==> config.mk <==
export PLATFORM = sky130hd
export DESIGN_NAME = alu_serial_param
export DESIGN_NICKNAME = d
export VERILOG_FILES = /design/src/rtl/alu_pkg.sv /design/src/rtl/alu_slice.sv /design/src/rtl/alu_serial_param.sv
export SDC_FILE = /design/constraint.sdc
export NUM_CORES = 1
export LEC_CHECK = 0
export CAP_MARGIN = 25
export CORE_MARGIN = 3
export CORE_UTILIZATION = 50
export CTS_CLUSTER_DIAMETER = 60
export DETAILED_ROUTE_END_ITERATION = 12
export PLACE_DENSITY = 0.8
export SYNTH_ARGS = -nofsm -noshare
export SYNTH_HDL_FRONTEND = slang
export SYNTH_SLANG_ARGS = --single-unit
==> constraint.sdc <==
create_clock -name clk -period 3.6 [get_ports clk]
set_input_delay 0.72 -clock clk [delete_from_list [all_inputs] [get_ports clk]]
set_output_delay 0.72 -clock clk [all_outputs]
set_load 0.01 [all_outputs]
==> src/rtl/alu_pkg.sv <==
// Shared opcode encoding, FSM state type and carry-seed helper for the serial ALU.
package alu_pkg;

  localparam int unsigned OP_W = 4;

  localparam logic [OP_W-1:0] OP_ADD   = 4'd0;
  localparam logic [OP_W-1:0] OP_ADDC  = 4'd1;
  localparam logic [OP_W-1:0] OP_SUB   = 4'd2;
  localparam logic [OP_W-1:0] OP_SUBB  = 4'd3;
  localparam logic [OP_W-1:0] OP_AND   = 4'd4;
  localparam logic [OP_W-1:0] OP_OR    = 4'd5;
  localparam logic [OP_W-1:0] OP_XOR   = 4'd6;
  localparam logic [OP_W-1:0] OP_NOT   = 4'd7;
  localparam logic [OP_W-1:0] OP_PASSA = 4'd8;
  localparam logic [OP_W-1:0] OP_PASSB = 4'd9;

  typedef enum logic [1:0] {
    ST_IDLE = 2'd0,
    ST_RUN  = 2'd1,
    ST_DONE = 2'd2
  } state_e;

  // Carry fed into the least significant slice: SUB needs the +1 of two's complement.
  function automatic logic init_carry(input logic [OP_W-1:0] op, input logic cin);
    case (op)
      OP_ADDC, OP_SUBB: return cin;
      OP_SUB:           return 1'b1;
      default:          return 1'b0;
    endcase
  endfunction

endpackage

==> src/rtl/alu_slice.sv <==
// Combinational SLICE-bit ALU slice; chained through a registered carry by the top.
module alu_slice
  import alu_pkg::*;
#(
  parameter int unsigned SLICE = 2
) (
  input  logic [SLICE-1:0] a,
  input  logic [SLICE-1:0] b,
  input  logic             cin,
  input  logic [OP_W-1:0]  sel,
  output logic [SLICE-1:0] s,
  output logic             cout,
  output logic             c_msb
);

  localparam int unsigned SW = SLICE + 1;

  logic [SLICE-1:0] b_eff;
  logic [SLICE:0]   sum;
  logic             arith;

  // Opcode decode; logic ops and unused codes leave the carries at zero.
  always_comb begin
    b_eff = b;
    arith = 1'b0;
    s     = '0;
    cout  = 1'b0;
    c_msb = 1'b0;
    case (sel)
      OP_ADD, OP_ADDC: arith = 1'b1;
      OP_SUB, OP_SUBB: begin
        arith = 1'b1;
        b_eff = ~b;
      end
      OP_AND:   s = a & b;
      OP_OR:    s = a | b;
      OP_XOR:   s = a ^ b;
      OP_NOT:   s = ~a;
      OP_PASSA: s = a;
      OP_PASSB: s = b;
      default:  s = '0;
    endcase
    sum = {1'b0, a} + {1'b0, b_eff} + SW'(cin);
    if (arith) begin
      s     = sum[SLICE-1:0];
      cout  = sum[SLICE];
      // Carry into the slice MSB, recovered from the MSB sum bit.
      c_msb = a[SLICE-1] ^ b_eff[SLICE-1] ^ sum[SLICE-1];
    end
  end

endmodule

==> src/rtl/alu_serial_param.sv <==
// Digit-serial ALU: WIDTH-bit operation computed SLICE bits per clock, valid/ready on both sides.
module alu_serial_param
  import alu_pkg::*;
#(
  parameter int unsigned WIDTH = 8,
  parameter int unsigned SLICE = 2
) (
  input  logic             clk,
  input  logic             rst,
  input  logic             in_valid,
  output logic             in_ready,
  input  logic [WIDTH-1:0] a,
  input  logic [WIDTH-1:0] b,
  input  logic             cin,
  input  logic [OP_W-1:0]  sel,
  output logic             out_valid,
  input  logic             out_ready,
  output logic [WIDTH-1:0] s,
  output logic             cout,
  output logic             ovf,
  output logic             zero
);

  localparam int unsigned N     = WIDTH / SLICE;
  localparam int unsigned CNT_W = (N > 1) ? $clog2(N) : 1;
  localparam logic [CNT_W-1:0] CNT_LAST = CNT_W'(N - 1);

  state_e           state_q, state_d;
  logic [CNT_W-1:0] cnt_q, cnt_d;
  logic [WIDTH-1:0] a_q, a_d;
  logic [WIDTH-1:0] b_q, b_d;
  logic [OP_W-1:0]  sel_q, sel_d;
  logic             carry_q, carry_d;
  logic [WIDTH-1:0] s_q, s_d;
  logic             ovf_q, ovf_d;
  logic             zero_q, zero_d;
  logic             out_valid_q, out_valid_d;
  logic             load;

  logic [SLICE-1:0] sl_s;
  logic             sl_cout;
  logic             sl_c_msb;

  alu_slice #(.SLICE(SLICE)) u_slice (
    .a     (a_q[SLICE-1:0]),
    .b     (b_q[SLICE-1:0]),
    .cin   (carry_q),
    .sel   (sel_q),
    .s     (sl_s),
    .cout  (sl_cout),
    .c_msb (sl_c_msb)
  );

  // Releasing a taken result and accepting the next operand set happen in the same cycle.
  assign in_ready  = (state_q == ST_IDLE) || ((state_q == ST_DONE) && out_valid_q && out_ready);
  assign out_valid = out_valid_q;
  assign s         = s_q;
  assign cout      = carry_q;
  assign ovf       = ovf_q;
  assign zero      = zero_q;

  // Next-state, datapath shifting and flag accumulation.
  always_comb begin
    state_d     = state_q;
    cnt_d       = cnt_q;
    a_d         = a_q;
    b_d         = b_q;
    sel_d       = sel_q;
    carry_d     = carry_q;
    s_d         = s_q;
    ovf_d       = ovf_q;
    zero_d      = zero_q;
    out_valid_d = out_valid_q;
    load        = 1'b0;
    case (state_q)
      ST_IDLE: load = in_valid;
      ST_RUN: begin
        a_d     = a_q >> SLICE;
        b_d     = b_q >> SLICE;
        s_d     = (s_q >> SLICE) | (WIDTH'(sl_s) << (WIDTH - SLICE));
        carry_d = sl_cout;
        zero_d  = zero_q & ~(|sl_s);
        if (cnt_q == CNT_LAST) begin
          ovf_d   = sl_c_msb ^ sl_cout;
          cnt_d   = '0;
          state_d = ST_DONE;
        end else begin
          cnt_d = cnt_q + CNT_W'(1);
        end
      end
      ST_DONE: begin
        out_valid_d = 1'b1;
        if (out_valid_q && out_ready) begin
          out_valid_d = 1'b0;
          state_d     = ST_IDLE;
          load        = in_valid;
        end
      end
      default: state_d = ST_IDLE;
    endcase
    if (load) begin
      a_d     = a;
      b_d     = b;
      sel_d   = sel;
      carry_d = init_carry(sel, cin);
      zero_d  = 1'b1;
      ovf_d   = 1'b0;
      cnt_d   = '0;
      state_d = ST_RUN;
    end
  end

  // State and datapath registers; reset discards any in-flight operation.
  always_ff @(posedge clk) begin
    if (rst) begin
      state_q     <= ST_IDLE;
      cnt_q       <= '0;
      a_q         <= '0;
      b_q         <= '0;
      sel_q       <= '0;
      carry_q     <= 1'b0;
      s_q         <= '0;
      ovf_q       <= 1'b0;
      zero_q      <= 1'b0;
      out_valid_q <= 1'b0;
    end else begin
      state_q     <= state_d;
      cnt_q       <= cnt_d;
      a_q         <= a_d;
      b_q         <= b_d;
      sel_q       <= sel_d;
      carry_q     <= carry_d;
      s_q         <= s_d;
      ovf_q       <= ovf_d;
      zero_q      <= zero_d;
      out_valid_q <= out_valid_d;
    end
  end

endmodule

# [After elaboration in Yosys (flattened, before gate mapping)]
# Cells that the tools add are included.
[classes] n_addsub=3 n_eq_ne=20 mux=23 bitwise_logic=12 reduce_logical=15
[ops] cell="$mux 8" n=4
[ops] cell="$eq 4x2->1 const B" n=4
[ops] cell="$eq 4x3->1 const B" n=4
[ops] cell="$pmux 2 s6" n=1
[ops] cell="$mux 1" n=10
[ops] cell="$mux 2" n=5
[ops] cell="$eq 4x1->1 const B" n=2
[ops] cell="$eq 4x4->1 const B" n=2
[ops] cell="$or 6x8->8" n=1
[ops] cell="$reduce_or 2->1" n=4
[ops] cell="$pmux 2 s3" n=1
[ops] cell="$reduce_and 3->1" n=2
[ops] cell="$eq 2x2->1 const B" n=2
[ops] cell="$logic_not 4->1" n=1
[ops] cell="$ne 2x2->1 const B" n=2
[ops] cell="$not 2->2" n=2
[ops] cell="$pmux 1 s2" n=2
[ops] cell="$reduce_or 4->1" n=1
[ops] cell="$add 2x2->3" n=1
[ops] cell="$add 3x1->3" n=1
[ops] cell="$logic_and 1x1->1" n=3
[ops] cell="$ne 3x2->1 const B" n=1
[ops] cell="$ne 3x3->1 const B" n=1
[ops] cell="$xor 1x1->1" n=3
[ops] cell="other kinds (12)" n=13
[word_totals] ff_bits=36 in_bits=25 output_inout_bits=13 elab_cells=84

# [Depth between registers and ports, before layout]
# Gate-level depths: netlist (run 1).
[depth] depth_word=11 ltp_mapped=10 depth_no_buf=9

# [By module]
# From an unflattened synthesis (run 1), not the netlist that was laid out.
[unflattened] hier_cells=224 area_unflattened_um2=1916.8
[modules_own_cells] mod="alu_serial_param" instances=1 cells_per_inst=184 area_each_um2=1576.5 seq_area_each_um2=720.7
[modules_own_cells] mod="alu_slice" instances=1 cells_per_inst=40 area_each_um2=340.3 seq_area_each_um2=0.0

# [Least setup slack after synthesis (run 1)]
# No wires, ideal clock.
[synth_timing] path_type="register -> register" from="register sel_q[2]" to="register ovf_q (netlist: ovf)" setup_ns=0.079 arrival_ns=2.675 required_ns=3.521 path_slack_ns=0.845 stages_incl_launch_ff=11 path_buffers=1 synth_period_minus_slack_ns=2.755 cell_sequence="dfxtp_1 -> clkbuf_1 -> nor3b_1 -> xnor2_1 -> fa_1 -> inv_1 -> fa_1 -> xor2_1 -> xnor2_1 -> or4_4 -> a211oi_2"
[synth_via] elab_chain_cells=8 elab_cells_between_ends=15 cone_classes="2 x add/sub; 3 x eq/ne; 4 x mux; 3 x bitwise; 3 x reduce/logical"
[synth_rtl] item="from (decl)" line="alu_serial_param.sv:32" text="logic [OP_W-1:0] sel_q, sel_d;"
[synth_rtl] item="from (signal assigned)" line="alu_serial_param.sv:131" text="sel_q <= sel_d;"
[synth_rtl] item="$eq 4x2->1" line="alu_slice.sv:29" text="case (sel)"
[synth_rtl] item="$reduce_or 2->1" line="alu_slice.sv:29"
[synth_rtl] item="$mux 2" line="alu_slice.sv:29"
[synth_rtl] item="$add 2x2->3" line="alu_slice.sv:43" text="sum = {1'b0, a} + {1'b0, b_eff} + SW'(cin);"
[synth_rtl] item="$add 3x1->3" line="alu_slice.sv:43"
[synth_rtl] item="$xor 1x1->1" line="alu_slice.sv:48" text="c_msb = a[SLICE-1] ^ b_eff[SLICE-1] ^ sum[SLICE-1];"
[synth_rtl] item="$mux 1" line="alu_slice.sv:44" text="if (arith) begin"
[synth_rtl] item="$xor 1x1->1 *" line="alu_serial_param.sv:84" text="ovf_d = sl_c_msb ^ sl_cout;"
[synth_rtl] item="to (signal assigned)" line="alu_serial_param.sv:134" text="ovf_q <= ovf_d;"
[synth_rtl] item="to (decl)" line="alu_serial_param.sv:35" text="logic ovf_q, ovf_d;"
# Every way passes the cells marked *; elsewhere a longest branch is shown, timed or not.
# A chain may end at the register's enable or synchronous reset.

# [Worst setup path after layout (run 1)]
[layout_timing] from="register sel_q[1]" to="register ovf_q (netlist: ovf)"
# The elaborated chain is that of the path after synthesis.

==> results of run 1 <==
area by class of cell:
type	count	area [um2]
inverter	8	30.0
fill	291	1140
timing repair buffer	40	400
tap	46	57.6
sequential	36	721
multi-input combinational	153	968
clock buffer	6	41.3
clock inverter	2	35.0
through the flow:
| step | total power, mW | instance area, um2 | instances |
|---|---|---|---|
| floorplan | 0.576 | 1800 | 215 |
| global placement | 0.641 | 2160 | 282 |
| detailed placement | 0.645 | 2160 | 282 |
| CTS | 0.917 | 2240 | 290 |
| global route | 0.961 | 2250 | 291 |
| finish | 0.914 | 2250 | 291 |
cells by family after synthesis:
| family | Yosys count | synth area share |
|---|---|---|
| buffers and inverters | 26 | 0.0599 |
| XOR/XNOR | 4 | 0.0195 |
| adder cells (fa/ha/maj) | 8 | 0.0641 |
| AO/OA/AOI/OAI | 53 | 0.195 |
| AND/OR/NAND/NOR | 83 | 0.233 |
| multiplexers | 5 | 0.0279 |
| flip-flops | 36 | 0.401 |
power breakdown:
part	total, mW	internal (mW)	switching (mW)	leakage (nW)
clock network	0.275	0.146	0.130	0.0422
logic	0.189	0.0961	0.0924	0.474
registers	0.450	0.424	0.0261	0.295
total	0.914	0.666	0.248	0.811
placed cells by master, fill, tap and decap left out, types with 2 or more instances in the layout:
cell type        Yosys  final
a21oi_1             28     28
xnor2_1              3      3
a22o_1               2      2
buf_4                1      2
nor3b_1              2      2
nand4bb_1            2      2
clkdlybuf4s50_1      0     37
nand2_1             37     37
and2b_1              2      2
clkbuf_4             0      5
nand2b_1             4      4
a311oi_1             5      5
nor3_1               4      4
mux2i_1              5      5
dfxtp_1             36     36
fa_1                 2      2
nand3_1             11     11
o21ai_0              2      2
ha_1                 6      6
a22oi_1              7      7
inv_1                8      8
nand4b_1             2      2
nor2_1              10     10
state kept, by name, summed over array words and instances, names as in the netlist:
signal / count
state_q: 2
cout: 1
cnt_q: 2
zero: 1
sel_q: 4
b_q: 8
ovf: 1
a_q: 8
s: 8
out_valid: 1
worst paths after layout:
| check | endpoint | slack, ns | cells past startpoint |
|---|---|---|---|
| hold / removal | s[1] | 0.46 | 2 |
| setup / recovery | ovf | 0.73 | 9 |
| setup reg to reg | ovf | 0.73 | 9 |
| hold reg to reg | s[1] | 0.46 | 2 |
worst max-delay path: cells and delay by family (launching register included):
family / cells / cell delay (ns)
adder cells (fa/ha/maj): 2 / 0.79
AND/OR/NAND/NOR: 2 / 0.78
flip-flops: 1 / 0.50
XOR/XNOR: 3 / 0.45
AO/OA/AOI/OAI: 1 / 0.21
buffers and inverters: 1 / 0.07
metal layers:
metal | up-vias | part of all wire | GRT usage | routed length, um
met5 | - | 0 | 0 | 0
met4 | 0 | 0.013 | 0.0838 | 50
met3 | 6 | 0.046 | 0.0425 | 179
met2 | 36 | 0.49 | 0.337 | 1900
met1 | 743 | 0.46 | 0.234 | 1780
li1 | 809 | - | - | -
==> metrics.txt, run 1 <==
Die H=65.9 um; Root Driver=clkbuf_4; vias=1594; setup violators final=0; synth unique cells=43; Cell Pwr Density=406 nW/um2; CP cell instances=nor3b_1, xnor2_1, fa_1, inv_1, fa_1, xor2_1, xnor2_1, or4_4, a211oi_2; worst skew pair latency=0.33 ns; clock skew=0.00769 ns; Synth Instances=215; WL/cell=13.4 um; vias in the first global route=1517; # port buffers=37; dominant cells by area after synthesis=dfxtp_1 40%, a21oi_1 7.8%, nand2_1 7.7%; Seq cells post-synth=36; Critical path origin=sel_q[1]; Residual DRC=0; FF-to-FF Start=sel_q[1]; Main synth FF type=dfxtp_1; Global Route Usage Sum=0.196; I/O Pins=38; Die ar.=4350 um2; Clk pin slew, worst setup/hold paths=0.11 ns; outcome=finished clean; post_cts resized=0; CP max FO=9; post-CTS setup buffers=0; Setup CP Type=register to register; Min Clock Period, post-route=2.87 ns; Hold WC Path Type=register to register; CTS tree=built; final worst setup slack=0.729 ns; Startpoint Class=register; Final #Nets=277; maxcap violations=0; Least-Margin Pin Slew=0.776 ns; Data required, critical path=3.87 ns; final WL=3.91 mm; largest net degree at the start of global routing=29; clk sinks=36; syn_nets=248; Leakage=0.811 nW; setup_tns=0 ns; RSZ-0062 raised after global routing=no; cts bufs inserted=5; Arrival @ worst endpoint=3.14 ns; hpwl dp=2.74 mm; H-tree Lvls=2; Max Freq=348 MHz; final hold vios=0; CP max-delay cell=dfxtp_1; cts hold-fix bufs=0; Initial Utilization=0.530; Final Core Density=0.665; pre-CTS WS=0.732 ns; min-delay src=s[1]; share of the synthesized area in the top cell type=0.401; Worst VDD drop=0.279 mV; Vias/cell=5.48; global route overflow=0; FP Rows=21; nature of the critical path endpoint=register; post-synthesis cell area=1800 um2; Final GP Congestion=0.910; Final period util=0.798; ANT cells=0; number of synthesized flops with an enable pin=0; Slew Limit Fails=0; Post-synth top cells=37 x nand2_1, 36 x dfxtp_1, 28 x a21oi_1; Async SR Flop Fraction=0; post-route ant nets=0; DR pass1 iterations=4; initial antenna violation count=0; worst hold margin=0.462 ns; Synth Area per Inst=8.36 um2; Initial DRC Count=122; count leader, synth=nand2_1; layout cell share with drive strength beyond 1=0.0612; Die Span X=65.9 um; highest cell delay on the worst timing path=0.50 ns; Clock Tree Buf Depth=2; Rel. slew slack=0.483; sequential fraction of the synthesis area=0.401; Synth area leader=dfxtp_1; Syn-to-layout area delta=25.4%; first-pass GRT wire length=6.56 mm; core area=3390 um2; warnings from Yosys=0
(Power assumes the default switching activity.)
==> inputs of run 2 (changes only) <==
- clock period: 3.6 -> 2.67 ns (I/O delays scaled with it)
==> run 2 against run 1 <==
Compared with the run above:
- sequential share of layout area is 0.50 points lower
- non-clock buffer count is 7 higher
- die area stayed put
- critical endpoint unchanged
==> metrics.txt, run 2 (synthesized netlist as in run 1, its figures left out) <==
Final #Nets=284; cts hold-fix bufs=0; Slew Limit Fails=0; Global Route Usage Sum=0.197; initial antenna violation count=0; global route overflow=0; Startpoint Class=register; Worst VDD drop=0.420 mV; DR pass1 iterations=4; Root Driver=clkbuf_4; H-tree Lvls=2; Cell Pwr Density=514 nW/um2; core area=3390 um2; outcome=finished clean; area of the multi-input gates=980 um2; Hold WC Path Type=register to register; # port buffers=37; CP max FO=2; reg2reg setup slack=0.10 ns; final worst setup slack=0.102 ns; Leakage=0.836 nW; first-pass GRT wire length=6.64 mm; Initial Utilization=0.530; Data required, critical path=2.93 ns; Least-Margin Pin Slew=0.720 ns; Clk pin slew, worst setup/hold paths=0.10 ns; Final period util=0.962; Residual DRC=0; Min Clock Period, post-route=2.57 ns; FP Rows=21; layout cell share with drive strength beyond 1=0.0913; Final GP Congestion=0.906; Die Span X=65.9 um; final hold vios=0; nature of the critical path endpoint=register; Die ar.=4350 um2; Final Power=1.18 mW; Cells after DPL=289; Rel. slew slack=0.520; WL/cell=13.7 um; worst skew pair latency=0.34 ns; setup_tns=0 ns; largest net degree at the start of global routing=25; clk sinks=36; # fillers=309; maxcap violations=0; cts bufs inserted=5; Max Freq=389 MHz; Clock Tree Buf Depth=2; Setup CP Type=register to register; most frequent cells in the layout=37 x nand2_1, 37 x clkdlybuf4s50_1, 35 x dfxtp_1; CTS tree=built; vias in the first global route=1546; I/O Pins=38; Initial DRC Count=77; final WL=4.09 mm; Vias/cell=5.47; clock skew=0.0118 ns; hpwl dp=2.91 mm; pre-CTS WS=0.109 ns; setup violators final=0; post-route ant nets=0; fin cells=298; Reg area=722 um2; Arrival @ worst endpoint=2.83 ns; ANT cells=0; vias=1629; Final Core Density=0.677; Syn-to-layout area delta=27.6%; Die H=65.9 um
## run 2: metrics by stage
step | hold WS (ns) | instance area [um2]
global route | 0.481 | 2290
global placement | 0.446 | 2220
detailed placement | 0.448 | 2220
CTS | 0.462 | 2280
finish | 0.458 | 2290
floorplan | 0.448 | 1800
## run 2: critical path, cell delays in order (launching register included)
cell and delay, ns:
dfxtp_1 0.35, nor3b_4 0.22, xnor2_1 0.11, fa_1 0.36, inv_1 0.08, fa_1 0.44
xor2_1 0.19, xnor2_1 0.13, or4_4 0.41, a211oi_2 0.20
## run 2: final timing paths
kind,startpoint,to,cells after the start
hold / removal,s[1],s[1],2
setup / recovery,sel_q[3],ovf,9
hold reg to reg,s[1],s[1],2
setup reg to reg,sel_q[3],ovf,9
## run 2: cell type report
type,count,area share
Multi-Input combinational cell,153,0.427
Sequential cell,36,0.315
Timing Repair Buffer,47,0.194
Clock buffer,8,0.0256
Tap cell,46,0.0251
Inverter,8,0.0131
## run 2: per-layer routing
| metal | GRT usage | share of wire | vias to the layer above |
|---|---|---|---|
| met2 | 0.339 | 0.50 | 32 |
| met3 | 0.0612 | 0.048 | 5 |
| li1 | - | - | 818 |
| met1 | 0.226 | 0.45 | 774 |
| met4 | 0.0761 | 0.011 | 0 |
| met5 | 0 | 0 | - |
## run 2: power breakdown
group | switching [mW] | internal [mW]
Clock | 0.176 | 0.130
Sequential | 0.0289 | 0.572
Combinational | 0.133 | 0.138
Total | 0.338 | 0.840
## run 2: timing repair
item	4_1_cts	5_1_grt
setup buffers	0	1
resized for setup	0	2
endpoints found under the setup margin	0	1
==> inputs of run 3 (changes only) <==
- CTS_CLUSTER_DIAMETER: 60 -> 80
==> results of run 3 <==
Same layout as run 2: the final DEF is identical, and so are final timing and power.
